$ cat src/rtl/uart_tx_serializer_pkg.sv
// Shared UART definitions: parity/stop encodings, FSM state encoding,
// configuration widths and the data-bit clamp helper.
package uart_tx_serializer_pkg;

  // Width of the clocks-per-bit configuration field and bit timer
  localparam int UART_CONFIG_WIDTH_DELAYFRAMES = 16;

  // Widest data field a frame can carry
  localparam int UART_MAX_DATABITS = 16;
  localparam int UART_MIN_DATABITS = 5;

  // Parity encodings (code 3 is reserved and behaves as no parity)
  localparam logic [1:0] UART_PARITY_NONE = 2'd0;
  localparam logic [1:0] UART_PARITY_ODD  = 2'd1;
  localparam logic [1:0] UART_PARITY_EVEN = 2'd2;
  localparam logic [1:0] UART_PARITY_RSVD = 2'd3;

  // Stop-bit encodings
  localparam logic UART_STOP_ONE = 1'b0;
  localparam logic UART_STOP_TWO = 1'b1;

  // Transmit FSM states
  typedef enum logic [2:0] {
    ST_IDLE  = 3'd0,
    ST_START = 3'd1,
    ST_DATA  = 3'd2,
    ST_PAR   = 3'd3,
    ST_STOP  = 3'd4
  } tx_state_t;

  // Force a requested data-bit count into the legal 5..16 window
  function automatic logic [4:0] clamp_databits(input logic [4:0] v);
    if (v < 5'(UART_MIN_DATABITS)) begin
      return 5'(UART_MIN_DATABITS);
    end else if (v > 5'(UART_MAX_DATABITS)) begin
      return 5'(UART_MAX_DATABITS);
    end else begin
      return v;
    end
  endfunction

  // Convert clocks-per-bit into the timer reload value; 0 behaves as 1
  function automatic logic [UART_CONFIG_WIDTH_DELAYFRAMES-1:0] delay_reload(
    input logic [UART_CONFIG_WIDTH_DELAYFRAMES-1:0] d
  );
    if (d == '0) begin
      return '0;
    end else begin
      return d - 1'b1;
    end
  endfunction

endpackage

$ cat src/rtl/uart_tx_serializer_baud_timer.sv
// Loadable bit-time down-counter with a terminal-count strobe.
// Shared between the UART transmitter and receiver.
module uart_baud_timer #(
  parameter int W = 16
) (
  input  logic         clk,
  input  logic         rst_n,
  input  logic         i_load,
  input  logic [W-1:0] i_load_val,
  output logic         o_tc
);

  logic [W-1:0] r_count;

  // Load takes priority; otherwise count down and rest at zero
  always_ff @(posedge clk or negedge rst_n) begin
    if (!rst_n) begin
      r_count <= '0;
    end else if (i_load) begin
      r_count <= i_load_val;
    end else if (r_count != '0) begin
      r_count <= r_count - 1'b1;
    end
  end

  assign o_tc = (r_count == '0);

endmodule

$ cat src/rtl/uart_tx_serializer.sv
// UART transmit serializer: pops words from a first-word-fall-through FIFO
// and shifts them out LSB first as start/data/parity/stop frames.
// Optional line-break support is compiled in with UART_TX_BREAK_EN.
module uart_tx_serializer
  import uart_tx_serializer_pkg::*;
#(
  parameter int DELAY    = 300,
  parameter int DATABITS = 8,
  parameter int DELAY_W  = UART_CONFIG_WIDTH_DELAYFRAMES
) (
  input  logic                clk,
  input  logic                rst_n,
  input  logic [DATABITS-1:0] tx_data,
  input  logic                tx_empty,
`ifdef UART_TX_BREAK_EN
  input  logic                tx_break,
`endif
  output logic                tx_read,
  output logic                tx_pin,
  output logic                busy,
  input  logic [DELAY_W-1:0]  cfg_delay,
  input  logic [4:0]          cfg_databits,
  input  logic [1:0]          cfg_parity,
  input  logic                cfg_stopbit
);

  localparam int MAXW = UART_MAX_DATABITS;

  tx_state_t         r_state;
  tx_state_t         w_next;

  // Per-frame snapshot of the configuration and payload
  logic [MAXW-1:0]    r_shift;
  logic               r_par_bit;
  logic               r_par_en;
  logic               r_two_stop;
  logic [4:0]         r_nbits;
  logic [DELAY_W-1:0] r_dm1;
  logic [4:0]         r_bitcnt;
  logic               r_en;

  logic               w_tc;
  logic               w_start;
  logic               w_adv;
  logic               w_load;
  logic [DELAY_W-1:0] w_load_val;
  logic [DELAY_W-1:0] w_live_dm1;
  logic [4:0]         w_nbits;
  logic [MAXW-1:0]    w_mask;
  logic [MAXW-1:0]    w_masked;
  logic               w_last_bit;
  logic               w_last_stop;
  logic               w_brk;
  logic               w_brk_load;
  logic               w_hold;

  // Live configuration decoded for the frame about to start
  assign w_nbits    = clamp_databits(cfg_databits);
  assign w_live_dm1 = DELAY_W'(delay_reload(UART_CONFIG_WIDTH_DELAYFRAMES'(cfg_delay)));

  // Keep only the low N bits of the FIFO word
  always_comb begin
    w_mask = '0;
    for (int i = 0; i < MAXW; i++) begin
      w_mask[i] = (i < int'(w_nbits));
    end
  end

  assign w_masked = MAXW'(tx_data) & w_mask;

  // A frame starts from IDLE only once out of reset, with data and no break hold
  assign w_start = (r_state == ST_IDLE) && !tx_empty && r_en && !w_brk && !w_hold;
  assign tx_read = w_start;

  assign w_last_bit  = (r_bitcnt == (r_nbits - 5'd1));
  assign w_last_stop = !r_two_stop || (r_bitcnt != 5'd0);
  assign w_adv       = (r_state != ST_IDLE) && w_tc;

  // Reload the bit timer at every bit boundary that stays inside a frame
  assign w_load     = w_start || w_brk_load || (w_adv && (w_next != ST_IDLE));
  assign w_load_val = (w_start || w_brk_load) ? w_live_dm1 : r_dm1;

  uart_baud_timer #(
    .W (DELAY_W)
  ) u_timer (
    .clk        (clk),
    .rst_n      (rst_n),
    .i_load     (w_load),
    .i_load_val (w_load_val),
    .o_tc       (w_tc)
  );

`ifdef UART_TX_BREAK_EN
  logic r_hold;

  assign w_brk      = tx_break;
  assign w_brk_load = (r_state == ST_IDLE) && tx_break;
  assign w_hold     = r_hold;

  // After a break, keep the line idle high for one full bit time
  always_ff @(posedge clk or negedge rst_n) begin
    if (!rst_n) begin
      r_hold <= 1'b0;
    end else if (w_brk_load) begin
      r_hold <= 1'b1;
    end else if ((r_state == ST_IDLE) && r_hold && w_tc) begin
      r_hold <= 1'b0;
    end
  end
`else
  assign w_brk      = 1'b0;
  assign w_brk_load = 1'b0;
  assign w_hold     = 1'b0;
`endif

  // Gate the first pop until one clock after reset release
  always_ff @(posedge clk or negedge rst_n) begin
    if (!rst_n) begin
      r_en <= 1'b0;
    end else begin
      r_en <= 1'b1;
    end
  end

  // FSM state register
  always_ff @(posedge clk or negedge rst_n) begin
    if (!rst_n) begin
      r_state <= ST_IDLE;
    end else begin
      r_state <= w_next;
    end
  end

  // FSM next-state logic
  always_comb begin
    w_next = r_state;
    unique case (r_state)
      ST_IDLE: begin
        if (w_start) w_next = ST_START;
      end
      ST_START: begin
        if (w_tc) w_next = ST_DATA;
      end
      ST_DATA: begin
        if (w_tc && w_last_bit) w_next = r_par_en ? ST_PAR : ST_STOP;
      end
      ST_PAR: begin
        if (w_tc) w_next = ST_STOP;
      end
      ST_STOP: begin
        if (w_tc && w_last_stop) w_next = ST_IDLE;
      end
      default: w_next = ST_IDLE;
    endcase
  end

  // FSM outputs: line level and busy flag
  always_comb begin
    tx_pin = 1'b1;
    busy   = 1'b1;
    unique case (r_state)
      ST_IDLE: begin
        tx_pin = !w_brk;
        busy   = 1'b0;
      end
      ST_START: tx_pin = 1'b0;
      ST_DATA:  tx_pin = r_shift[0];
      ST_PAR:   tx_pin = r_par_bit;
      ST_STOP:  tx_pin = 1'b1;
      default: begin
        tx_pin = 1'b1;
        busy   = 1'b0;
      end
    endcase
  end

  // Frame datapath: snapshot at pop, shift and count at bit boundaries
  always_ff @(posedge clk or negedge rst_n) begin
    if (!rst_n) begin
      r_shift    <= '0;
      r_par_bit  <= 1'b0;
      r_par_en   <= 1'b0;
      r_two_stop <= 1'b0;
      r_nbits    <= clamp_databits(5'(DATABITS));
      r_dm1      <= DELAY_W'((DELAY > 0) ? DELAY - 1 : 0);
      r_bitcnt   <= '0;
    end else if (w_start) begin
      r_shift    <= w_masked;
      r_par_bit  <= (^w_masked) ^ (cfg_parity == UART_PARITY_ODD);
      r_par_en   <= (cfg_parity == UART_PARITY_ODD) || (cfg_parity == UART_PARITY_EVEN);
      r_two_stop <= (cfg_stopbit == UART_STOP_TWO);
      r_nbits    <= w_nbits;
      r_dm1      <= w_live_dm1;
      r_bitcnt   <= '0;
    end else if (w_adv) begin
      if (r_state == ST_DATA) begin
        r_shift  <= r_shift >> 1;
        r_bitcnt <= w_last_bit ? 5'd0 : r_bitcnt + 5'd1;
      end else if (r_state == ST_STOP) begin
        r_bitcnt <= r_bitcnt + 5'd1;
      end
    end
  end

endmodule

$ cat config.mk
export PLATFORM = sky130hd
export DESIGN_NAME = uart_tx_serializer
export DESIGN_NICKNAME = d
export VERILOG_FILES = /design/src/rtl/uart_tx_serializer_pkg.sv /design/src/rtl/uart_tx_serializer_baud_timer.sv /design/src/rtl/uart_tx_serializer.sv
export SDC_FILE = /design/constraint.sdc
export NUM_CORES = 1
export LEC_CHECK = 0
export BUFFER_PORTS_ARGS = -buffer_cell sky130_fd_sc_hd__buf_2
export CAP_MARGIN = 20
export CORE_MARGIN = 4
export CORE_UTILIZATION = 30
export CTS_BUF_LIST = sky130_fd_sc_hd__clkbuf_16
export DETAILED_ROUTE_END_ITERATION = 10
export PLACE_DENSITY = 0.57
export RECOVER_POWER = 100
export SYNTH_ARGS = -nofsm -noshare
export SYNTH_HDL_FRONTEND = slang
export SYNTH_SLANG_ARGS = --single-unit
$ cat constraint.sdc
create_clock -name clk -period 3.5 [get_ports clk]
set_input_delay 0.7 -clock clk [delete_from_list [all_inputs] [get_ports clk]]
set_output_delay 0.7 -clock clk [all_outputs]
set_load 0.01 [all_outputs]
-- After elaboration in Yosys (flattened, before gate mapping)
Cells that the tools add are included.
- $add $sub $neg: 4
- $mul: 0
- divide/modulo/power cells: 0
- magnitude comparators: 18
- equality and inequality tests: 7
- shift-type cells: 0
- mux-type cells: 23
- bitwise logic cells: 2
- reduce and logical (&&, ||, !) cells: 26
- operators with widths (kind ; number):
    $mux 16 ; 7
    $lt 4x5->1 const A ; 8
    $mux 5 ; 7
    $logic_not 16->1 ; 2
    $sub 16x1->16 const B ; 2
    $lt 3x5->1 const A ; 4
    $mux 3 ; 6
    $and 8x16->16 ; 1
    $reduce_bool 16->1 ; 1
    $reduce_xor 16->1 ; 1
    $pmux 3 s5 ; 1
    $lt 1x5->1 const A ; 2
    $lt 2x5->1 const A ; 2
    $reduce_bool 3->1 ; 3
    $eq 3x2->1 const B ; 2
    $logic_and 1x1->1 ; 6
    $reduce_bool 2->1 ; 3
    $add 5x1->5 const B ; 1
    $eq 5x5->1 ; 1
    $gt 5x5->1 const B ; 1
    $lt 5x3->1 const B ; 1
    $reduce_bool 5->1 ; 1
    $sub 5x1->5 const B ; 1
    $reduce_and 2->1 ; 2
    other kinds (11) ; 14
- register bits after elaboration: 65
- bits in latches: 0
- memory bits (writable): 0
- ROM bits: 0
- input bits: 35
- output and inout bits: 3
- logic and storage cells: 90
- memories: 0

-- Longest topological paths before layout
- depth after elaboration: 9
- mapped depth: 10
- depth with buffers taken out: 8

-- Hierarchy
Synthesis repeated with hierarchy kept, for this count alone.
- cells, all modules: 362
- area, all modules: 3352.0 sq um
- by module, submodules not included (module ; times used ; cells an instance ; area an instance (sq um) ; sequential area each (sq um)):
    uart_tx_serializer ; 1 ; 258 ; 2346.0 ; 1033.5
    uart_baud_timer ; 1 ; 104 ; 1006.0 ; 400.4

-- Least setup slack after synthesis
Ideal clock, no wire load.
- kind: input to output
- from: input port tx_empty
- to: output port tx_read
- arrival time: 2.175 ns
- required time: 2.800 ns
- setup slack: 0.625 ns
- cell stages on the path: 6
- path buffers: 3
- path through: or4b_1 or2_2 buf_6 inv_1 buf_2 clkbuf_1
- cells in the longest elaborated chain, start to end: 3
- RTL lines (what ; RTL line ; text):
    start: declaration ; uart_tx_serializer.sv:14 ; input logic tx_empty,
    $logic_not 1->1 ; uart_tx_serializer.sv:72 ; assign w_start = (r_state == ST_IDLE) && !tx_empty && r_en && !w_brk && !w_hold;
    $logic_and 1x1->1 (2 in a row) ; uart_tx_serializer.sv:72 ;
    end: declaration ; uart_tx_serializer.sv:18 ; output logic tx_read,
No other way between the ends.

-- Final worst setup path
- from: input port cfg_delay[0]
- to: register u_timer.r_count[14]
- cells in the longest elaborated chain, start to end: 4
- elaborated cells between the ends (all ways): 5
- classes of those cells: 1 x add/sub; 3 x mux; 1 x reduce/logical
- RTL lines (what ; RTL line ; text):
    start: declaration ; uart_tx_serializer.sv:21 ; input logic [DELAY_W-1:0] cfg_delay,
    $sub 16x1->16 / $logic_not 16->1 (equally long branches) ; uart_tx_serializer_pkg.sv:49, uart_tx_serializer_pkg.sv:46 ;
    $mux 16 * ; uart_tx_serializer_pkg.sv:46 ; if (d == '0) begin
    $mux 16 * ; uart_tx_serializer.sv:81 ; assign w_load_val = (w_start || w_brk_load) ? w_live_dm1 : r_dm1;
    via u_timer.i_load_val[14] ; uart_tx_serializer_baud_timer.sv:9 ; input logic [W-1:0] i_load_val,
    $mux 16 * ; uart_tx_serializer_baud_timer.sv:19 ; end else if (i_load) begin
    end signal: assignment ; uart_tx_serializer_baud_timer.sv:20 ; r_count <= i_load_val;
    end signal: assignment ; uart_tx_serializer_baud_timer.sv:22 ; r_count <= r_count - 1'b1;
    end: declaration ; uart_tx_serializer_baud_timer.sv:13 ; logic [W-1:0] r_count;
The timed path passes the listed nets; every way through them passes the cells marked *.
A chain may end at the register's enable or synchronous reset.

==> impl_metrics.env <==
export IMPL_timing_critical_path_slowest_cell_delay_ps=610
export IMPL_vdd_ir_drop_worst_mv=0.275
export IMPL_number_of_warnings_reported_in_the_yosys_synthesis_log=0
export IMPL_diodes=0
export IMPL_place_port_buffers=37
export IMPL_cts_repair_resize_count=0
export IMPL_worstPathCellList="clkbuf_1 -> inv_1 -> ha_1 -> nor3b_1 -> nand3_1 -> or4_1 -> or3b_2 -> a31oi_1 -> mux2_1"
export IMPL_setup_tns_final_ps=0
export IMPL_netlist_top_cells_area="sky130_fd_sc_hd__dfrtp_1, sky130_fd_sc_hd__xnor2_1, sky130_fd_sc_hd__nand2_1"
export IMPL_die_ar_sq_um=13200
export IMPL_timing_worst_setup_path_type="input port to register"
export IMPL_netlist_area_sq_um=3430
export IMPL_multi_input_area_sq_um=1780
export IMPL_clock_slew_at_the_register_clock_pins_of_the_worst_setup_and_hold_paths_ps=50
export IMPL_ys_seq_area_share_pct=41.9
export IMPL_gp_congestion=0.800
export IMPL_route_detailed_vias_per_inst=4.90
export IMPL_tritoncts_sinks=57
export IMPL_synthToLayoutAreaGrowth_pct=18.2
export IMPL_grt_antenna_before_repair=0
export IMPL_via_count_of_the_first_global_routing_pass=2673
export IMPL_layout_worst_path_cycle_share_pct=86.5
export IMPL_dr_first_iter_drc_count=95
export IMPL_die_height_um=115
export IMPL_startpoint_type_of_the_worst_setup_path="input port"
export IMPL_synth_enable_flop_cells=0
export IMPL_detailed_place_area_sq_um=3750
export IMPL_syn_nets=402
export IMPL_status="complete, no violations"
export IMPL_stdcell_area_sq_um=4050
export IMPL_crit_path_end_kind="register"
export IMPL_cts_hold_fix_buffers=0
export IMPL_dieWidth_um=115
export IMPL_cts_made_buffers=9
export IMPL_cp_arrival_ps=3290
export IMPL_grt_setup_unrepaired="no"
export IMPL_core_sq_um=11000
export IMPL_dp_worst_slack_ps=450
export IMPL_placementRows=38
export IMPL_achievable_frequency_mhz=330
export IMPL_ys_seq_elements=57
export IMPL_n_fill_cell=1131
export IMPL_worst_r2r_startpoint="u_timer.r_count[7]$_DFFE_PN0P_"
export IMPL_setup_crit_start="cfg_delay[0]"
export IMPL_setup_clock_skew_after_layout_ps=3.39
export IMPL_global_route_wire_length_before_repair_um=12800
export IMPL_slew_headroom_pct=5.92
export IMPL_cts_root_buffer_cell="sky130_fd_sc_hd__clkbuf_16"
export IMPL_routed_wire_length_per_instance_um=13.6
export IMPL_global_route_overflow_total=0
export IMPL_synth_distinct_cells=60
export IMPL_worstPathMaxFanout=5
export IMPL_layout_area_seq_sq_um=1430
export IMPL_finalWirelength_um=7480
export IMPL_netlist_area_leader_share_pct=37.3
export IMPL_dp_final_hpwl_um=5610
export IMPL_cts_htree_levels=3
export IMPL_effective_utilization_at_floorplan_pct=31.1
export IMPL_clock_latency_reported_for_the_late_side_of_the_worst_skew_pair_ps=330
export IMPL_synth_top_cell_by_area="sky130_fd_sc_hd__dfrtp_1"
export IMPL_clock_tree_from_tritoncts="done"
export IMPL_total_leakage_power_nw=1.74
export IMPL_synthFlopType="sky130_fd_sc_hd__dfrtp_1"
export IMPL_pin_count_of_the_biggest_net_entering_global_routing=42
export IMPL_mean_area_per_synthesized_cell_sq_um=9.49
export IMPL_finalCriticalPeriod_ps=3030
export IMPL_maximum_count_of_clock_buffers_along_a_single_path=2
export IMPL_final_net_count=444
export IMPL_drc=0
export IMPL_synthArstFlopShare_pct=100
export IMPL_power_density_nw_per_um2=761
export IMPL_hold_path_startpoint="r_dm1[15]$_DFF_PN0_"
export IMPL_timing_final_max_slew_violations=0
export IMPL_layout_core_utilization_pct=36.7
export IMPL_min_path_type="register to register"
export IMPL_final_layout_size_suffix_gt1_share_pct=19.1
export IMPL_drtAntennaViolNets=0
export IMPL_yosys_cell_count_top_type="sky130_fd_sc_hd__dfrtp_1"
export IMPL_cts_repair_timing_setup_buffer_count=0
export IMPL_finalHoldViolCount=0
export IMPL_top_level_ports=38
export IMPL_worst_path_max_delay_cell="sky130_fd_sc_hd__nor3b_1"
export IMPL_reg2reg_setup_slack_ps=560
export IMPL_max_cap_violations=0
export IMPL_vias=2684
export IMPL_detailedRoute_firstPassIterationCount=4
export IMPL_finalWorstSetupSlack_ps=472
export IMPL_worst_hold_slack_ps=474
export IMPL_post_synth_inst_count=361
export IMPL_synth_cells_most_frequent="sky130_fd_sc_hd__dfrtp_1, sky130_fd_sc_hd__nand2_1, sky130_fd_sc_hd__inv_1"
export IMPL_grtUsageTotal_pct=12.0
export IMPL_tightestPinTransition_ps=1410
export IMPL_finalSetupViolations=0
export IMPL_critical_path_required_ps=3760
==> critical path, delay by kind of cell <==
family	cells	cell delay (ps)
mux	1	160
buf+inv	2	190
simple gates	4	1840
fa+ha+maj	1	160
compound gates	1	230
==> cell type report <==
| cell class | count | area share (%) |
|---|---|---|
| Multi-Input combinational cell | 262 | 43.9 |
| Sequential cell | 57 | 35.4 |
| Clock buffer | 9 | 5.56 |
| Timing Repair Buffer | 45 | 5.47 |
| Tap cell | 140 | 4.33 |
| Clock inverter | 7 | 2.69 |
| Inverter | 28 | 2.60 |
==> metal layers <==
layer | global-route usage (%) | up-vias | routed length (um)
met3 | 3.21 | 13 | 295
met2 | 18.8 | 47 | 3430
met4 | 3.99 | 0 | 113
met1 | 16.2 | 1262 | 3640
li1 | - | 1362 | -
met5 | 0 | - | 0
==> path summary, 6_finish.rpt <==
| check | end | cells after the start |
|---|---|---|
| worst max-delay path | u_timer.r_count[14]$_DFFE_PN0P_ | 9 |
| worst min-delay path | r_dm1[15]$_DFF_PN0_ | 2 |
| worst max register to register | u_timer.r_count[2]$_DFFE_PN0P_ | 7 |
| worst min register to register | r_dm1[15]$_DFF_PN0_ | 2 |
| max in group asynchronous | r_par_bit$_DFFE_PN0P_ | 2 |
| min in group asynchronous | r_dm1[13]$_DFF_PN0_ | 1 |
==> power breakdown <==
part	leakage (nW)	internal, mW	switching (mW)
clock network	0.167	0.687	0.295
registers	0.703	0.955	0.214
logic	0.868	0.441	0.488
==> state kept, by name (all words and copies together) (netlist names) <==
signal / cells
r_dm1: 16
r_shift: 8
r_par_en: 1
r_nbits: 5
u_timer.r_count: 16
r_two_stop: 1
r_par_bit: 1
r_en: 1
r_bitcnt: 5
r_state: 3
==> per-stage QoR <==
step	instances	power, mW
3_5_place_dp	532	2.13
4_1_cts	548	3.14
5_1_grt	548	3.32
6_report	548	3.08
2_1_floorplan	361	1.89
3_3_place_gp	532	2.10
==> placed cells by master, fill, tap and decap left out, types with 9 or more instances in the layout <==
master / instances
sky130_fd_sc_hd__clkbuf_1: 9
sky130_fd_sc_hd__nor2_1: 16
sky130_fd_sc_hd__buf_2: 32
sky130_fd_sc_hd__o22ai_1: 14
sky130_fd_sc_hd__o21ai_0: 21
sky130_fd_sc_hd__inv_1: 28
sky130_fd_sc_hd__clkbuf_16: 9
sky130_fd_sc_hd__dfrtp_1: 51
sky130_fd_sc_hd__xnor2_1: 25
sky130_fd_sc_hd__nand2_1: 47
sky130_fd_sc_hd__xor2_1: 15
sky130_fd_sc_hd__nor3_1: 10
==> cell families after synthesis <==
| kind of cell | after synthesis | share of synthesized area (%) |
|---|---|---|
| AND/OR/NAND/NOR | 122 | 20.1 |
| AO/OA/AOI/OAI | 81 | 16.0 |
| flip-flops | 57 | 41.9 |
| buffers and inverters | 42 | 5.84 |
| XOR/XNOR | 40 | 10.2 |
| multiplexers | 12 | 3.73 |
| adder cells (fa/ha/maj) | 6 | 2.19 |
| other | 1 | 0.109 |
(Power assumes the default switching activity.)
